==> src/rtl/spi_slave.sv <==
// SPI slave with all four CPOL/CPHA modes, sampled entirely in the sys_clk domain.
// Byte-oriented: tx_data is latched per byte; received bytes appear on data_out with an rx_valid pulse.
module spi_slave #(
  parameter int DATA_W = 8
) (
  input  logic              sys_clk,
  input  logic              rst,
  input  logic              nCS,
  input  logic              DCLK,
  input  logic              MOSI,
  output logic              MISO,
  input  logic              CPOL,
  input  logic              CPHA,
  input  logic [DATA_W-1:0] tx_data,
  output logic              tx_taken,
  output logic [DATA_W-1:0] data_out,
  output logic              rx_valid,
  output logic              busy,
  output logic              frame_err
);

  localparam int CNT_W = $clog2(DATA_W);

  typedef enum logic [1:0] {IDLE, LOAD, XFER, DONE} state_t;
  state_t state, state_nxt;

  logic ncs_s1, ncs_s2, ncs_d;
  logic dclk_s1, dclk_s2, dclk_d;
  logic mosi_s1, mosi_s2;

  logic [DATA_W-1:0] rx_shift, tx_shift;
  logic [CNT_W-1:0]  bit_cnt;
  logic              skip_shift;

  logic ncs_fall, dclk_edge, lead_edge, trail_edge, sample_edge, shift_edge, last_bit;

  always_ff @(posedge sys_clk) begin
    if (rst) begin
      ncs_s1  <= 1'b1;
      ncs_s2  <= 1'b1;
      ncs_d   <= 1'b1;
      dclk_s1 <= 1'b0;
      dclk_s2 <= 1'b0;
      dclk_d  <= 1'b0;
      mosi_s1 <= 1'b0;
      mosi_s2 <= 1'b0;
    end else begin
      ncs_s1  <= nCS;
      ncs_s2  <= ncs_s1;
      ncs_d   <= ncs_s2;
      dclk_s1 <= DCLK;
      dclk_s2 <= dclk_s1;
      dclk_d  <= dclk_s2;
      mosi_s1 <= MOSI;
      mosi_s2 <= mosi_s1;
    end
  end

  // Edge classification relative to the idle level, then mapped to sample/shift by CPHA
  assign ncs_fall    = ncs_d & ~ncs_s2;
  assign dclk_edge   = dclk_s2 ^ dclk_d;
  assign lead_edge   = dclk_edge & (dclk_s2 != CPOL);
  assign trail_edge  = dclk_edge & (dclk_s2 == CPOL);
  assign sample_edge = CPHA ? trail_edge : lead_edge;
  assign shift_edge  = CPHA ? lead_edge : trail_edge;
  assign last_bit    = (bit_cnt == CNT_W'(DATA_W - 1));

  assign busy = ~ncs_s2;
  assign MISO = ncs_s2 ? 1'b0 : tx_shift[DATA_W-1];

  always_ff @(posedge sys_clk) begin
    if (rst) state <= IDLE;
    else     state <= state_nxt;
  end

  always_comb begin
    state_nxt = state;
    unique case (state)
      IDLE: if (ncs_fall) state_nxt = LOAD;
      LOAD: state_nxt = XFER;
      XFER: begin
        if (ncs_s2)                       state_nxt = IDLE;
        else if (sample_edge && last_bit) state_nxt = DONE;
      end
      DONE: state_nxt = ncs_s2 ? IDLE : LOAD;
      default: state_nxt = IDLE;
    endcase
  end

  // skip_shift suppresses exactly one shift edge: the first leading edge of a byte
  // in CPHA=1, or the trailing edge after the last sample in CPHA=0.
  always_ff @(posedge sys_clk) begin
    if (rst) begin
      data_out   <= '0;
      rx_shift   <= '0;
      tx_shift   <= '0;
      bit_cnt    <= '0;
      skip_shift <= 1'b0;
      rx_valid   <= 1'b0;
      tx_taken   <= 1'b0;
      frame_err  <= 1'b0;
    end else begin
      rx_valid  <= 1'b0;
      tx_taken  <= 1'b0;
      frame_err <= 1'b0;
      unique case (state)
        IDLE: begin
          rx_shift   <= '0;
          bit_cnt    <= '0;
          skip_shift <= 1'b0;
        end
        LOAD: begin
          tx_shift   <= tx_data;
          tx_taken   <= 1'b1;
          bit_cnt    <= '0;
          skip_shift <= CPHA | (skip_shift & ~shift_edge);
        end
        XFER: begin
          if (ncs_s2) begin
            frame_err <= (bit_cnt != '0);
          end else if (sample_edge) begin
            rx_shift <= {rx_shift[DATA_W-2:0], mosi_s2};
            bit_cnt  <= bit_cnt + 1'b1;
            if (last_bit && !CPHA) skip_shift <= 1'b1;
          end else if (shift_edge) begin
            if (skip_shift) skip_shift <= 1'b0;
            else            tx_shift   <= {tx_shift[DATA_W-2:0], tx_shift[DATA_W-1]};
          end
        end
        DONE: begin
          data_out <= rx_shift;
          rx_valid <= 1'b1;
          if (shift_edge) skip_shift <= 1'b0;
        end
        default: ;
      endcase
    end
  end

endmodule

==> config.mk <==
export PLATFORM = sky130hd
export DESIGN_NAME = spi_slave
export DESIGN_NICKNAME = d
export VERILOG_FILES = /design/src/rtl/spi_slave.sv
export SDC_FILE = /design/constraint.sdc
export NUM_CORES = 1
export LEC_CHECK = 0
export CAP_MARGIN = 20
export CORE_UTILIZATION = 53
export CTS_CLUSTER_SIZE = 16
export DETAILED_ROUTE_END_ITERATION = 10
export MAX_ROUTING_LAYER = met4
export PLACE_DENSITY = 0.78
export SLEW_MARGIN = 20
export SYNTH_ARGS = -nofsm -noshare
export SYNTH_HDL_FRONTEND = slang
export SYNTH_SLANG_ARGS = --single-unit
==> constraint.sdc <==
create_clock -name sys_clk -period 2.3 [get_ports sys_clk]
set_input_delay 0.46 -clock sys_clk [delete_from_list [all_inputs] [get_ports sys_clk]]
set_output_delay 0.46 -clock sys_clk [all_outputs]
set_load 0.005 [all_outputs]
==> results.txt <==
----------------------------------------------------
[Outcome]
  Run status ... complete, no violations

[Worst setup path]
  Worst R2R End ... tx_shift[0]$_SDFFE_PP0P_
  Most frequent cell on the critical path ... sky130_fd_sc_hd__mux2_4
  Category of cells accounting for the largest share of critical-path delay ... multiplexers
  WP depth ... 5
  Worst path max stage delay ... ~0.55 ns
  Required @ worst endpoint ... 2.55 ns
  CP startpoint ... CPOL
  Crit. End Element ... flop
  CP Launch Type ... primary input
  Cells along the critical path ... clkdlybuf4s50_1 > xor2_2 > mux2_4 > o31a_1 > mux2_4
  Destination of the critical timing path ... tx_shift[0]$_SDFFE_PP0P_
  Number of cell instances on the worst register-to-register path ... 4
  Standard cell with the maximum stage delay on the critical path ... sky130_fd_sc_hd__clkdlybuf4s50_1
  Critical register-to-register path startpoint ... dclk_s2$_SDFF_PP0_
  Critical path type ... in -> reg
  CP max FO ... 8
  Register-to-register setup slack ... 0.45 ns
  Endpoint arrival time on the critical path ... around 2.5 ns
  Number of buffer and inverter stages on the critical path ... 1

[Die]
  Starting Density ... 0.567
  Core region area ... roughly 3400 um^2
  Die height ... roughly 62 um
  Die Wd ... approximately 62 um
  Number of rows in the core area ... 21
  Overall die area ... around 4000 um^2
  I/O Pins ... 28

[Timing]
  Final setup skew ... ~0.013 ns
  Slew Viols, Final ... 0
  Min Clock Period, post-route ... about 2.2 ns
  RSZ-0062 raised after global routing ... false
  Max Clk Rate ... roughly 450 MHz
  Final setup violation count ... 0
  PnR worst setup slack ... around 0.065 ns
  Transition time of the tightest slew-check pin ... approximately 0.59 ns
  Period utilisation layout ... 0.972
  Relative slew slack ... 0.609
  Final number of hold-violating endpoints ... 0

[Synthesis]
  Largest area contributor in the synthesized netlist ... sky130_fd_sc_hd__dfxtp_1
  Synth Register Bits ... just over 40
  Net count after synthesis ... about 230
  Instance count of the mapped netlist ... 210
  Number of flops mapped to enable cells by yosys ... 0
  Register area share after synthesis ... 0.424
  Number of distinct standard cells referenced by the synthesized netlist ... 34
  Post-Syn Area ... roughly 1900 um^2
  Synthesized area per cell ... between 9 and 10 um^2
  Synth area leaders ... sky130_fd_sc_hd__dfxtp_1 42%, sky130_fd_sc_hd__mux2_4 7.0%, sky130_fd_sc_hd__mux2i_1 5.2%
  Ys async rst share ... 0
  Most frequently used flop master after synthesis ... sky130_fd_sc_hd__dfxtp_1
  Area share of the largest cell type after synthesis ... 0.424
  Synth Warn # ... 0

[Finish]
  Post-Layout Inst Area ... 2340 um^2
  Fraction of final layout cells with drive strength greater than 1 ... 0.137
  Area added between synthesis and finish ... 20.9%
  Post-layout nets ... roughly 260
  Area of the multi-input gates ... around 1000 um^2
  Count of filler cells inserted in the layout ... 287
  Area occupied by registers ... 821 um^2
  Ant. Diodes ... 0

[Detailed routing]
  Wire length reported by the detailed router ... between 3000 and 4000 um
  WL per Instance ... 13.3 um
  Detailed Route Iter0 Violations ... 56
  Via density per instance ... about 5.5
  Via count of the routed design ... between 1500 and 2000
  1st-pass router iterations ... 4
  Number of routed nets with antenna violations ... 0
  DRC errors left ... 0

[Global routing]
  Global-route wire length before repair ... 6680 um
  Largest net degree at the start of global routing ... 54
  Via count of the first global-routing pass ... 1600
  Total overflow reported by the global router ... 0
  Antenna violations before repair ... 0
  Total global-route track usage ... 0.223

[Placed design]
  Post-Place Cell Area ... around 2300 um^2
  Minimum setup slack after placement ... -0.308 ns
  Routability Congestion ... ~0.85
  Number of port buffers ... 27
  Post-detail-place hpwl ... around 2700 um

[Clock network]
  Number of setup buffers added after CTS ... 0
  Clock Path Buffers ... 2
  Number of sinks driven by the clock tree ... 41
  Level count of the clock H-tree ... 2
  Clock tree from TritonCTS ... done
  Clock-pin transition on the worst setup and hold timing paths ... between 0.1 and 0.15 ns
  Cell at the root of the clock tree ... sky130_fd_sc_hd__clkbuf_4
  Insertion delay to the later sink of the worst-skew pair ... about 0.35 ns
  # hold bufs at CTS ... 0
  Resize count post-CTS ... 0
  Cts bufs inserted ... 5

[Hold path]
  Hold Crit Depth ... 1
  Path category of the worst min-delay check ... reg -> reg

[Power and ir drop]
  Worst vdd ir ... ~0.3 mV
  Power density over the cells ... between 500 and 600 nW/um^2
  Leakage power figure ... 0.895 nW

[Flow run]
  Maxcap violations ... 0

----------------------------------------------------
==> sequential cells by signal, indices dropped and copies added (netlist names), 2 cells and up <==
signal    count
tx_shift      8
bit_cnt       3
state         2
rx_shift      8
data_out      8
==> worst min-delay path by stage <==
stage / from / slack [ns] / endpoint
floorplan: ncs_s1$_SDFF_PP1_ / 0.39 / ncs_s2$_SDFF_PP1_
global placement: ncs_s1$_SDFF_PP1_ / 0.40 / ncs_s2$_SDFF_PP1_
detailed placement: ncs_s1$_SDFF_PP1_ / 0.40 / ncs_s2$_SDFF_PP1_
CTS: ncs_s1$_SDFF_PP1_ / 0.44 / ncs_s2$_SDFF_PP1_
global route: ncs_s1$_SDFF_PP1_ / 0.46 / ncs_s2$_SDFF_PP1_
finish: ncs_s1$_SDFF_PP1_ / 0.43 / ncs_s2$_SDFF_PP1_
==> kinds of logic after synthesis <==
| group | after synthesis | share of synthesized area |
|---|---|---|
| xor gates and xnor gates | 1 | 0.00841 |
| AOI/OAI and AO/OA | 42 | 0.162 |
| DFF | 41 | 0.424 |
| adders and majority gates | 3 | 0.0194 |
| muxes | 20 | 0.127 |
| and+or+nand+nor | 76 | 0.193 |
| buffers and inverters | 27 | 0.0653 |
==> power breakdown <==
group	leakage [nW]	internal (mW)	total, mW	switching, mW
Sequential	0.332	0.720	0.726	0.00609
Combinational	0.521	0.0561	0.107	0.0506
Clock	0.0414	0.230	0.470	0.240
Total	0.895	1.01	1.30	0.297
==> placed cells by master, fill, tap and decap left out, drive strengths merged, types with 8 or more instances in the layout <==
cell / synthesis / routed
a21oi: 13 / 13
buf: 5 / 9
clkdlybuf4s50: 0 / 27
dfxtp: 41 / 41
inv: 13 / 13
mux2: 10 / 10
mux2i: 10 / 10
nand2: 23 / 23
nor2: 16 / 16
nor2b: 15 / 15
o211ai: 8 / 8
or3: 8 / 8
==> cells in the mapped netlist, types with 2 or more instances <==
cell type / instances
sky130_fd_sc_hd__a21oi_1: 13
sky130_fd_sc_hd__ha_1: 3
sky130_fd_sc_hd__buf_6: 3
sky130_fd_sc_hd__mux2i_1: 10
sky130_fd_sc_hd__o211ai_1: 6
sky130_fd_sc_hd__nand3_1: 4
sky130_fd_sc_hd__nand3b_1: 2
sky130_fd_sc_hd__buf_2: 2
sky130_fd_sc_hd__nor2b_1: 15
sky130_fd_sc_hd__a2111o_1: 7
sky130_fd_sc_hd__dfxtp_1: 41
sky130_fd_sc_hd__or3_1: 8
sky130_fd_sc_hd__clkbuf_1: 8
sky130_fd_sc_hd__inv_1: 13
sky130_fd_sc_hd__or2_2: 3
sky130_fd_sc_hd__nand2_1: 23
sky130_fd_sc_hd__nand2b_1: 4
sky130_fd_sc_hd__mux2_4: 9
sky130_fd_sc_hd__o211ai_2: 2
sky130_fd_sc_hd__o21ai_0: 5
sky130_fd_sc_hd__nor2_1: 16
==> layout make-up <==
cell class / count / area share
clock inverter: 3 / 0.0198
tap: 46 / 0.0246
inverter: 14 / 0.0224
multi-input combinational: 142 / 0.422
sequential: 41 / 0.351
clock buffer: 5 / 0.0160
timing repair buffer: 36 / 0.144
==> through the flow <==
stage                     utilization  total power [mW]  instances  hold slack (ns)  TNS [ns]
after global routing            0.685              1.35        287            0.460         0
after floorplan                     -             0.802        210            0.389         0
after global placement          0.661             0.843        279            0.401     -2.93
after CTS                       0.685              1.32        287            0.437         0
final                           0.685              1.30        287            0.432         0
after detailed placement        0.661             0.848        279            0.398     -3.95
==> metal layers <==
| layer | track usage | vias up | wire length (um) | share of wire |
|---|---|---|---|---|
| met1 | 0.237 | 746 | 1690 | 0.44 |
| met5 | - | - | 0 | 0 |
| met4 | 0.0959 | 0 | 63 | 0.016 |
| met3 | 0.0529 | 9 | 161 | 0.042 |
| met2 | 0.391 | 38 | 1910 | 0.50 |
| li1 | - | 783 | - | - |
Power figures use the tool's default switching activity.
